File: config.mk
export PLATFORM = sky130hd
export DESIGN_NAME = jtag_mem_arbiter
export DESIGN_NICKNAME = d
export VERILOG_FILES = /design/src/rtl/jtag_mem_arbiter.sv
export SDC_FILE = /design/constraint.sdc
export NUM_CORES = 1
export LEC_CHECK = 0
export BUFFER_PORTS_ARGS = -buffer_cell sky130_fd_sc_hd__buf_4
export CORE_AREA = 4 4 110 112
export CTS_CLUSTER_SIZE = 10
export DETAILED_ROUTE_END_ITERATION = 10
export DIE_AREA = 0 0 114 116
export PLACE_DENSITY = 0.86
export SETUP_SLACK_MARGIN = 0.15
export SLEW_MARGIN = 0
export SYNTH_ARGS = -nofsm -noshare
export SYNTH_HDL_FRONTEND = slang
export SYNTH_SLANG_ARGS = --single-unit
File: constraint.sdc
create_clock -name CLK -period 1.7 [get_ports CLK]
set_input_delay 0.17 -clock CLK [delete_from_list [all_inputs] [get_ports CLK]]
set_output_delay 0.17 -clock CLK [all_outputs]
set_load 0.005 [all_outputs]
File: src/rtl/jtag_mem_arbiter.sv
// Arbitrates a single-port word memory between the CPU data port and the TCK-domain debug bridge.
// Define JTAG_ARB_STARVE_EN to bound how long a pending debug request can lose to the CPU.
module jtag_mem_arbiter #(
    parameter int DATA_W   = 32,
    parameter int MEM_AW   = 14,
    parameter int MAX_WAIT = 15
) (
    input  logic              CLK,
    input  logic              RESET,
    input  logic              DBG_REQ_TGL,
    input  logic              DBG_WE,
    input  logic [31:0]       DBG_ADDR,
    input  logic [DATA_W-1:0] DBG_WDATA,
    output logic              DBG_ACK_TGL,
    output logic [DATA_W-1:0] DBG_RDATA,
    input  logic              CPU_REQ,
    input  logic              CPU_WE,
    input  logic [3:0]        CPU_BE,
    input  logic [31:0]       CPU_ADDR,
    input  logic [DATA_W-1:0] CPU_WDATA,
    output logic              CPU_GNT,
    output logic              CPU_RVALID,
    output logic [DATA_W-1:0] CPU_RDATA,
    output logic              MEM_EN,
    output logic              MEM_WE,
    output logic [3:0]        MEM_BE,
    output logic [MEM_AW-1:0] MEM_ADDR,
    output logic [DATA_W-1:0] MEM_WDATA,
    input  logic [DATA_W-1:0] MEM_RDATA
);

    typedef enum logic [1:0] {
        IDLE,
        PEND,
        ISSUE,
        RESP
    } state_t;

    state_t            state_q, state_d;
    logic              reqMeta_q, reqSync_q;
    logic              reqSeen_q, reqSeen_d;
    logic              dbgWe_q, dbgWe_d;
    logic [MEM_AW-1:0] dbgAddr_q, dbgAddr_d;
    logic [DATA_W-1:0] dbgWdata_q, dbgWdata_d;
    logic              ackTgl_q, ackTgl_d;
    logic [DATA_W-1:0] dbgRdata_q, dbgRdata_d;
    logic              cpuRvalid_q;
    logic              forceGnt;
    logic              dbgIssue;

    // Address bits outside the word index are intentionally ignored (silent wrap).
    logic unusedAddrBits;
    assign unusedAddrBits = ^{DBG_ADDR[31:MEM_AW+2], DBG_ADDR[1:0],
                              CPU_ADDR[31:MEM_AW+2], CPU_ADDR[1:0]};

`ifdef JTAG_ARB_STARVE_EN
    localparam int CNT_W = $clog2(MAX_WAIT + 1);

    logic [CNT_W-1:0] waitCnt_q, waitCnt_d;

    assign forceGnt = (waitCnt_q == CNT_W'(MAX_WAIT));

    always_comb begin
        waitCnt_d = waitCnt_q;
        if (state_q == PEND) begin
            if (state_d == ISSUE) begin
                waitCnt_d = '0;
            end else if (CPU_REQ) begin
                waitCnt_d = waitCnt_q + 1'b1;
            end
        end
    end

    always_ff @(posedge CLK) begin
        if (RESET) begin
            waitCnt_q <= '0;
        end else begin
            waitCnt_q <= waitCnt_d;
        end
    end
`else
    localparam int unusedMaxWait = MAX_WAIT;

    assign forceGnt = 1'b0;
`endif

    assign CPU_GNT     = CPU_REQ && (state_q != ISSUE);
    assign CPU_RVALID  = cpuRvalid_q;
    assign CPU_RDATA   = MEM_RDATA;
    assign DBG_ACK_TGL = ackTgl_q;
    assign DBG_RDATA   = dbgRdata_q;

    // req_seen only advances on acceptance, so toggles arriving mid-access are re-detected in IDLE.
    always_comb begin
        state_d    = state_q;
        reqSeen_d  = reqSeen_q;
        dbgWe_d    = dbgWe_q;
        dbgAddr_d  = dbgAddr_q;
        dbgWdata_d = dbgWdata_q;
        ackTgl_d   = ackTgl_q;
        dbgRdata_d = dbgRdata_q;
        dbgIssue   = 1'b0;
        case (state_q)
            IDLE: begin
                if (reqSync_q != reqSeen_q) begin
                    reqSeen_d  = reqSync_q;
                    dbgWe_d    = DBG_WE;
                    dbgAddr_d  = DBG_ADDR[MEM_AW+1:2];
                    dbgWdata_d = DBG_WDATA;
                    state_d    = PEND;
                end
            end
            PEND: begin
                if (!CPU_REQ || forceGnt) begin
                    state_d = ISSUE;
                end
            end
            ISSUE: begin
                dbgIssue = 1'b1;
                if (dbgWe_q) begin
                    ackTgl_d = ~ackTgl_q;
                    state_d  = IDLE;
                end else begin
                    state_d = RESP;
                end
            end
            RESP: begin
                dbgRdata_d = MEM_RDATA;
                ackTgl_d   = ~ackTgl_q;
                state_d    = IDLE;
            end
            default: state_d = IDLE;
        endcase
    end

    // At most one master drives the memory; everything is zero when nobody does.
    always_comb begin
        MEM_EN    = 1'b0;
        MEM_WE    = 1'b0;
        MEM_BE    = 4'h0;
        MEM_ADDR  = '0;
        MEM_WDATA = '0;
        if (dbgIssue) begin
            MEM_EN    = 1'b1;
            MEM_WE    = dbgWe_q;
            MEM_BE    = 4'hF;
            MEM_ADDR  = dbgAddr_q;
            MEM_WDATA = dbgWdata_q;
        end else if (CPU_GNT) begin
            MEM_EN    = 1'b1;
            MEM_WE    = CPU_WE;
            MEM_BE    = CPU_BE;
            MEM_ADDR  = CPU_ADDR[MEM_AW+1:2];
            MEM_WDATA = CPU_WDATA;
        end
    end

    always_ff @(posedge CLK) begin
        if (RESET) begin
            state_q     <= IDLE;
            reqMeta_q   <= 1'b0;
            reqSync_q   <= 1'b0;
            reqSeen_q   <= 1'b0;
            dbgWe_q     <= 1'b0;
            dbgAddr_q   <= '0;
            dbgWdata_q  <= '0;
            ackTgl_q    <= 1'b0;
            dbgRdata_q  <= '0;
            cpuRvalid_q <= 1'b0;
        end else begin
            state_q     <= state_d;
            reqMeta_q   <= DBG_REQ_TGL;
            reqSync_q   <= reqMeta_q;
            reqSeen_q   <= reqSeen_d;
            dbgWe_q     <= dbgWe_d;
            dbgAddr_q   <= dbgAddr_d;
            dbgWdata_q  <= dbgWdata_d;
            ackTgl_q    <= ackTgl_d;
            dbgRdata_q  <= dbgRdata_d;
            cpuRvalid_q <= CPU_GNT && !CPU_WE;
        end
    end

endmodule

# Word-level counts from Yosys, hierarchy flattened
# Cells that the tools add are included.
[totals] regBits=86 latchBits=0 mem_bits_rw=0 mem_bits_ro=0 output_inout_bits=119 wordCells=44 n_memories=0
[op_classes] n_addsub=0 multipliers=0 div_mod_pow=0 n_lt_le_gt_ge=0 n_eq_ne=8 shifts=0 mux=17 bitwise=1 reduce_logical=8
[op_table] cell="$mux W32" n=2
[op_table] cell="$mux W14" n=2
[op_table] cell="$mux W4" n=2
[op_table] cell="$ne A2 B2 Y1 const B" n=4
[op_table] cell="$pmux W2 S4" n=1
[op_table] cell="$mux W1" n=6
[op_table] cell="$mux W2" n=3
[op_table] cell="$reduce_and A2 Y1" n=3
[op_table] cell="$eq A2 B2 Y1 const B" n=2
[op_table] cell="$eq A2 B1 Y1 const B" n=1
[op_table] cell="$logic_and A1 B1 Y1" n=2
[op_table] cell="$logic_not A2 Y1" n=1
[op_table] cell="$pmux W1 S2" n=1
[op_table] cell="$reduce_bool A2 Y1" n=1
[op_table] cell="$logic_not A1 Y1" n=1
[op_table] cell="$ne A1 B1 Y1" n=1
[op_table] cell="$not A1 Y1" n=1

# Longest topological paths before layout
# Gate-level depths: netlist of run 1.
[logic_depth] ltp_word=4 mapped_depth=6 ltp_nobuf=3

# Least setup slack after synthesis of run 1
# Ideal clock, no wire load.
[synth_path] path_type="reg-to-output" startpoint="register state_q[1]" endpoint="output MEM_ADDR[0]" arrival_ns=1.133 required_ns=1.530 slack_ns=0.397 stages_incl_launch_ff=7 path_buffers=3 cell_sequence="dfxtp_1 -> buf_2 -> nor2b_1 -> buf_4 -> buf_2 -> nand2_1 -> nand2_1"
[synth_via] elab_chain_cells=4
[synth_rtl] element="start, declared" line_no="39" rtl="state_t state_q, state_d;"
[synth_rtl] element="start signal, assigned" line_no="171" rtl="state_q <= state_d;"
[synth_rtl] element="$ne A2 B2 Y1" line_no="87" rtl="assign CPU_GNT = CPU_REQ && (state_q != ISSUE);"
[synth_rtl] element="$logic_and A1 B1 Y1" line_no="87"
[synth_rtl] element="$mux W14" line_no="149" rtl="end else if (CPU_GNT) begin"
[synth_rtl] element="$mux W14 (*)" line_no="143" rtl="if (dbgIssue) begin"
[synth_rtl] element="end, declared" line_no="27" rtl="output logic [MEM_AW-1:0] MEM_ADDR,"
# Every way passes the cells marked *; elsewhere a longest branch is shown, timed or not.

# Worst setup path in the final report of run 1
[layout_path] startpoint="register state_q[0]" endpoint="output MEM_WDATA[30]"
[layout_via] elab_chain_cells=4
[layout_rtl] element="$ne A2 B2 Y1" line_no="87"
[layout_rtl] element="$logic_and A1 B1 Y1" line_no="87"
[layout_rtl] element="$mux W32" line_no="149"
[layout_rtl] element="$mux W32 (*)" line_no="143"
[layout_rtl] element="end, declared" line_no="28" rtl="output logic [DATA_W-1:0] MEM_WDATA,"
# Marked as above.

==> results.sh, run 1 <==
export IMPL_synth_yosys_seq_area_share_pct=39.1
export IMPL_timing_final_crit_share_pct=97.0
export IMPL_dominantRegCellSynth="dfxtp_1"
export IMPL_fp_dieW_microns=114
export IMPL_timing_critical_path_to="MEM_WDATA[30]"
export IMPL_finalSetupViolations=0
export IMPL_max_slew_margin_pct=63.8
export IMPL_p_sw_share_pct=23.6
export IMPL_setup_worst_path_start_class="register"
export IMPL_yosys_cell_types_count=23
export IMPL_cp_slowest_stage_delay_ps=330
export IMPL_grt_usage_pct=17.9
export IMPL_grt_max_degree=59
export IMPL_die_area_sq_um=13200
export IMPL_p_leak_nw=3.17
export IMPL_slowest_cell_on_crit_path="dfxtp_2"
export IMPL_clock_tree_htree_level_count=3
export IMPL_cts_buffer_depth=2
export IMPL_critical_path_buf_inv_count=4
export IMPL_antenna_cells_inserted=0
export IMPL_crit_type="register to output port"
export IMPL_grt_pass1_vias=3973
export IMPL_ff2ff_path_depth=5
export IMPL_drive_above_1_share_pct=41.6
export IMPL_final_core_util_pct=60.7
export IMPL_rrSetupSlack_ps=230
export IMPL_final_antenna_net_count=0
export IMPL_max_cap_viol_count=0
export IMPL_grtUsageMet3_pct=5.38
export IMPL_ys_warnings_count=0
export IMPL_final_cell_count_no_fill=925
export IMPL_synth_fp_nets=743
export IMPL_p_int_w=0.00388
export IMPL_area_delta_synth_final_pct=54.8
export IMPL_worst_pin_slew_ps=542
export IMPL_die_height_microns=116
export IMPL_crit_required_ps=1530
export IMPL_share_clk_of_total_power_pct=37.5
export IMPL_grt_setup_unrepaired="true"
export IMPL_synthesis_area_sq_um=4400
export IMPL_core_area_sq_um=11200
export IMPL_timing_critical_path_cells="buf_6, nor2b_4, buf_6, clkbuf_16, nand2_2, nand2_2, buf_6"
export IMPL_final_hold_violation_count=0
export IMPL_postRouteWirelength_mm=13.2
export IMPL_tritoncts="built"
export IMPL_cts_buffers=9
export IMPL_wire_length_of_the_first_global_routing_pass_mm=19.2
export IMPL_p_switching_w=0.00120
export IMPL_synth_top_cells_by_count="nand2_1, nand2b_1, dfxtp_1"
export IMPL_grt_most_used_layer="met2"
export IMPL_cts_hold_fix_buffers=0
export IMPL_netlist_top_cells_area="dfxtp_1, nand2_1, nand2b_1"
export IMPL_worst_skew_pair_late_latency_ps=320
export IMPL_drv_slew=0
export IMPL_area_fraction_of_the_dominant_cell_type_after_synthesis_pct=39.1
export IMPL_outcome="finished, final reports clean"
export IMPL_critPathCaptureType="output port"
export IMPL_grt_ovfl_total=0
export IMPL_path_max_fanout=6
export IMPL_family_with_the_most_delay_on_the_worst_path="buffers and inverters"
export IMPL_synth_async_sr_flop_share_pct=0
export IMPL_min_period_ps=1650
export IMPL_setup_worst_path_start="state_q[0]$_SDFFE_PP0P_"
export IMPL_vias_per_cell=4.73
export IMPL_groute_layer_met1_usage_pct=21.4
export IMPL_worst_setup_hold_path_clk_slew_ps=60
export IMPL_setup_tns_ps=0
export IMPL_r2r_end="dbgWdata_q[12]$_SDFFE_PP0P_"
export IMPL_cp_arrival_ps=1480
export IMPL_critical_path_cell_count=7
export IMPL_placement_rows=39
export IMPL_pwr_share_seq_pct=42.2
export IMPL_detail_route_wl_per_cell_microns=14.3
export IMPL_final_setup_skew_ps=8.07
export IMPL_dr_total_vias=4373
export IMPL_portBuffers=252
export IMPL_netlist_instances=573
export IMPL_share_comb_of_total_power_pct=20.2
export IMPL_number_of_detailed_routing_iterations_run_before_antenna_repair=5
export IMPL_detailed_place_hpwl_mm=8.94
export IMPL_synth_largest_area_cell="dfxtp_1"
export IMPL_min_path_type="primary input to register"
export IMPL_cts_sinks=86
export IMPL_initial_antenna_violation_count=0
export IMPL_grt_use_met2_pct=30.9
export IMPL_start_util_pct=39.2
export IMPL_drt_drc_violations_left=0
export IMPL_vdd_ir_drop_worst_mv=0.551
export IMPL_ios=289
export IMPL_synth_enable_flop_cells=0
export IMPL_hold_slack_ps=16.5
export IMPL_routabilityCongestion=0.785
export IMPL_drt_iter0_markers=206
export IMPL_max_clock_freq_ghz=0.606
export IMPL_yosys_register_bits=86
export IMPL_power_density_nw_per_um2=746
export IMPL_numPlacedInstances=900
export IMPL_final_nets=948
export IMPL_cts_root_buf="clkbuf_16"
export IMPL_synth_area_per_cell_sq_um=7.68
export IMPL_r2r_start="state_q[0]$_SDFFE_PP0P_"
export IMPL_post_synth_top_count_cell="nand2_1"
export IMPL_cp_common_cell="buf_6"
## how the worst min path moves through the flow
stage,depth (start not counted),from,slack (ps),end
after floorplan,1,CPU_WE,250,CPU_RVALID$_SDFF_PP0_
after global placement,2,CPU_WE,350,CPU_RVALID$_SDFF_PP0_
after detailed placement,2,CPU_WE,350,CPU_RVALID$_SDFF_PP0_
after CTS,2,CPU_WE,4,CPU_RVALID$_SDFF_PP0_
after global routing,2,CPU_WE,10,CPU_RVALID$_SDFF_PP0_
final,2,CPU_WE,20,CPU_RVALID$_SDFF_PP0_
## layout by cell type (no fill, tap or decap), drive strengths merged
cell    synthesis  final
nor4            1      1
nand2         169    169
o21ba           1      1
bufinv          0      1
nand2b         96     96
inv             1      1
mux2i          47     47
and2            1      1
xnor2           1      1
nor2b           3      3
nor3            1      1
o22ai           1      1
nor2            4      4
o21ai           2      2
clkbuf         16     17
a21oi          33     33
nand3          47     47
dfxtp          86     86
buf            61    268
o22a            1      1
xor2            1      1
## area by class of cell
type / count / area (sq um)
inverter: 1 / 3.75
tap: 143 / 179
clock buffer: 14 / 254
multi-input combinational: 409 / 2350
clock inverter: 1 / 30.0
fill: 966 / 4410
timing repair buffer: 271 / 2280
sequential: 86 / 1730
## cells by family after synthesis
logic type / synth area share (%)
simple gates: 34.7
mux: 10.7
buf+inv: 10.6
xor+xnor: 0.398
compound gates: 4.55
flops: 39.1
## power groups by stage
stage                     clock, W  sequential [W]  combinational (W)
after detailed placement         0         0.00218           0.000925
after floorplan                  0         0.00217           0.000463
after global placement           0         0.00218           0.000910
after global routing       0.00206         0.00216            0.00111
final                      0.00191         0.00215            0.00103
after CTS                  0.00196         0.00214           0.000955
## per-stage QoR
step / total power [W] / cell area (sq um) / setup WS [ps]
after floorplan: 0.00263 / 4400 / 397
after global placement: 0.00309 / 6160 / 273
after detailed placement: 0.00311 / 6160 / 252
after CTS: 0.00506 / 6530 / 48.8
after global routing: 0.00533 / 6820 / -25.8
final: 0.00508 / 6820 / 50.7
## flip-flops by register name, indices dropped and copies added, names as in the netlist
signal,cells
state_q,2
reqSync_q,1
DBG_RDATA,32
dbgWdata_q,32
reqSeen_q,1
dbgAddr_q,14
dbgWe_q,1
DBG_ACK_TGL,1
CPU_RVALID,1
reqMeta_q,1
## metal layers
metal  vias to the layer above  wire length [microns]  part of all wire [%]
met5                         -                      0                     0
met4                         0                    178                   1.3
met3                        17                   1240                   9.3
met2                       157                   6790                    51
met1                      1995                   5040                    38
li1                       2204                      -                     -
## worst register-to-register path: stages (launching register included)
cell and delay [ps]:
dfxtp_2 330, buf_6 120, buf_4 140, nor3_4 190, buf_12 320, mux2i_1 300
## timing repair
item | 4_1_cts | 5_1_grt
setup buffers | 2 | 3
cloned | 2 | 3
endpoints found under the setup margin | 49 | 48
pin swaps | 0 | 3
resized for setup | 8 | 62
Note: power is estimated with default switching activity, not from simulation.
==> run 2, diff against run 1 <==
--- a/config.mk
+++ b/config.mk
@@ -5,12 +5,12 @@
 export SDC_FILE = /design/constraint.sdc
 export NUM_CORES = 1
 export LEC_CHECK = 0
-export BUFFER_PORTS_ARGS = -buffer_cell sky130_fd_sc_hd__buf_4
-export CORE_AREA = 4 4 110 112
+export CORE_AREA = 4 4 111 113
 export CTS_CLUSTER_SIZE = 10
 export DETAILED_ROUTE_END_ITERATION = 10
-export DIE_AREA = 0 0 114 116
-export PLACE_DENSITY = 0.86
+export DIE_AREA = 0 0 115 117
+export DONT_BUFFER_PORTS = 1
+export PLACE_DENSITY = 0.63
 export SETUP_SLACK_MARGIN = 0.15
 export SLEW_MARGIN = 0
 export SYNTH_ARGS = -nofsm -noshare
==> results.sh, run 2 (synthesis results as in run 1) <==
export IMPL_fin_total_pwr_w=0.00492
export IMPL_core_area_sq_um=11300
export IMPL_wire_length_of_the_first_global_routing_pass_mm=18.2
export IMPL_vias_per_cell=5.08
export IMPL_cp_slowest_stage_delay_ps=360
export IMPL_portBuffers=0
export IMPL_initial_antenna_violation_count=1
export IMPL_crit_type="register to output port"
export IMPL_drt_drc_violations_left=0
export IMPL_start_util_pct=38.9
export IMPL_final_hold_violation_count=0
export IMPL_share_clk_of_total_power_pct=42.0
export IMPL_p_leak_nw=2.24
export IMPL_timing_critical_path_cells="nor2b_4, buf_12, clkbuf_16, nand2_1, nand2_1"
export IMPL_multi_input_area_sq_um=2290
export IMPL_slowest_cell_on_crit_path="dfxtp_4"
export IMPL_grt_max_degree=92
export IMPL_max_clock_freq_ghz=0.658
export IMPL_final_setup_skew_ps=7.40
export IMPL_postRouteWirelength_mm=12.9
export IMPL_tritoncts="built"
export IMPL_setup_tns_ps=0
export IMPL_most_common_layout_cells="nand2_1, nand2b_1, dfxtp_1"
export IMPL_finalSetupViolations=0
export IMPL_drive_above_1_share_pct=10.0
export IMPL_cts_buffer_depth=2
export IMPL_detail_route_wl_per_cell_microns=17.0
export IMPL_power_density_nw_per_um2=859
export IMPL_cts_root_buf="clkbuf_16"
export IMPL_outcome="finished, final reports clean"
export IMPL_antenna_cells_inserted=0
export IMPL_min_path_type="primary input to register"
export IMPL_drv_slew=0
export IMPL_cp_arrival_ps=1350
export IMPL_setup_worst_path_start_class="register"
export IMPL_critPathCaptureType="output port"
export IMPL_ff_latch_area_sq_um=1730
export IMPL_fp_dieW_microns=115
export IMPL_number_of_inserted_filler_cells_in_the_final_layout=1034
export IMPL_cts_sinks=86
export IMPL_final_nets=782
export IMPL_cts_buffers=9
export IMPL_max_slew_margin_pct=74.5
export IMPL_die_height_microns=117
export IMPL_worst_setup_hold_path_clk_slew_ps=60
export IMPL_grt_usage_pct=17.3
export IMPL_routabilityCongestion=0.705
export IMPL_p_int_w=0.00375
export IMPL_ios=289
export IMPL_drt_iter0_markers=191
export IMPL_r2r_start="state_q[0]$_SDFFE_PP0P_"
export IMPL_grt_pass1_vias=3777
export IMPL_worst_pin_slew_ps=379
export IMPL_p_sw_share_pct=23.6
export IMPL_worst_skew_pair_late_latency_ps=340
export IMPL_vdd_ir_drop_worst_mv=0.681
export IMPL_die_area_sq_um=13500
export IMPL_hold_slack_ps=17.8
export IMPL_pwr_share_seq_pct=43.7
export IMPL_timing_hold_worst_start="RESET"
export IMPL_max_cap_viol_count=0
export IMPL_setup_worst_path_start="state_q[1]$_SDFFE_PP0P_"
export IMPL_crit_required_ps=1530
export IMPL_timing_final_crit_share_pct=89.4
export IMPL_final_common_cell="nand2_1"
export IMPL_clock_tree_htree_level_count=3
export IMPL_detailed_place_hpwl_mm=7.50
export IMPL_cp_common_cell="nand2_1"
export IMPL_final_antenna_net_count=0
export IMPL_dr_total_vias=3863
export IMPL_area_delta_synth_final_pct=29.9
export IMPL_min_period_ps=1520
export IMPL_path_max_fanout=6
export IMPL_p_switching_w=0.00116
export IMPL_number_of_detailed_routing_iterations_run_before_antenna_repair=4
export IMPL_placement_rows=39
export IMPL_grt_ovfl_total=0
export IMPL_share_comb_of_total_power_pct=14.3
export IMPL_grt_setup_unrepaired="true"
run 2: through the flow:
stage	area [sq um]	setup WS, ps	std cells	util (%)
after floorplan	4400	397	573	-
after global placement	4250	297	648	37.6
after detailed placement	4250	267	648	37.6
after CTS	5500	146	751	48.6
after global routing	5720	116	760	50.5
final	5720	180	760	50.5
run 2: layer usage:
| layer | track usage, % | wire (microns) | vias to the layer above |
|---|---|---|---|
| met5 | 0 | 0 | - |
| met4 | 7.75 | 313 | 0 |
| met3 | 5.14 | 941 | 24 |
| met2 | 31.9 | 6870 | 160 |
| met1 | 18.1 | 4800 | 1807 |
| li1 | - | - | 1872 |
run 2: worst paths after layout:
kind | endpoint | slack [ps] | cells after the start
worst max register to register | dbgWdata_q[22]$_SDFFE_PP0P_ | 270 | 4
worst max-delay path | MEM_WDATA[22] | 180 | 5
worst min register to register | reqSync_q$_SDFF_PP0_ | 440 | 1
worst min-delay path | dbgWdata_q[23]$_SDFFE_PP0P_ | 20 | 2
run 2: power groups by stage:
stage | Combinational, W | Clock (W) | Sequential, W
2_1_floorplan | 0.000463 | 0 | 0.00217
3_3_place_gp | 0.000417 | 0 | 0.00219
3_5_place_dp | 0.000427 | 0 | 0.00219
4_1_cts | 0.000632 | 0.00211 | 0.00215
5_1_grt | 0.000763 | 0.00219 | 0.00215
6_report | 0.000703 | 0.00207 | 0.00215
run 2: timing repair:
action                                  in CTS  in global routing
cloned                                       1                  4
pin swaps                                    0                  6
gates resized for setup                      6                 29
endpoints found under the setup margin      53                 47
setup buffers                                3                  4
hold endpoints to repair                    85                  1
hold buffers                                83                  1
run 2: critical path, delay by kind of cell (launching register included):
family        cells  cell delay [ps]
simple gates      3              340
buf+inv           2              310
flops             1              360
run 2: final cells by class:
class,instances,area share [%]
Clock buffer,12,4.66
Clock inverter,4,0.941
Inverter,1,0.0656
Multi-Input combinational cell,409,40.0
Sequential cell,86,30.2
Tap cell,143,3.13
Timing Repair Buffer,105,21.0
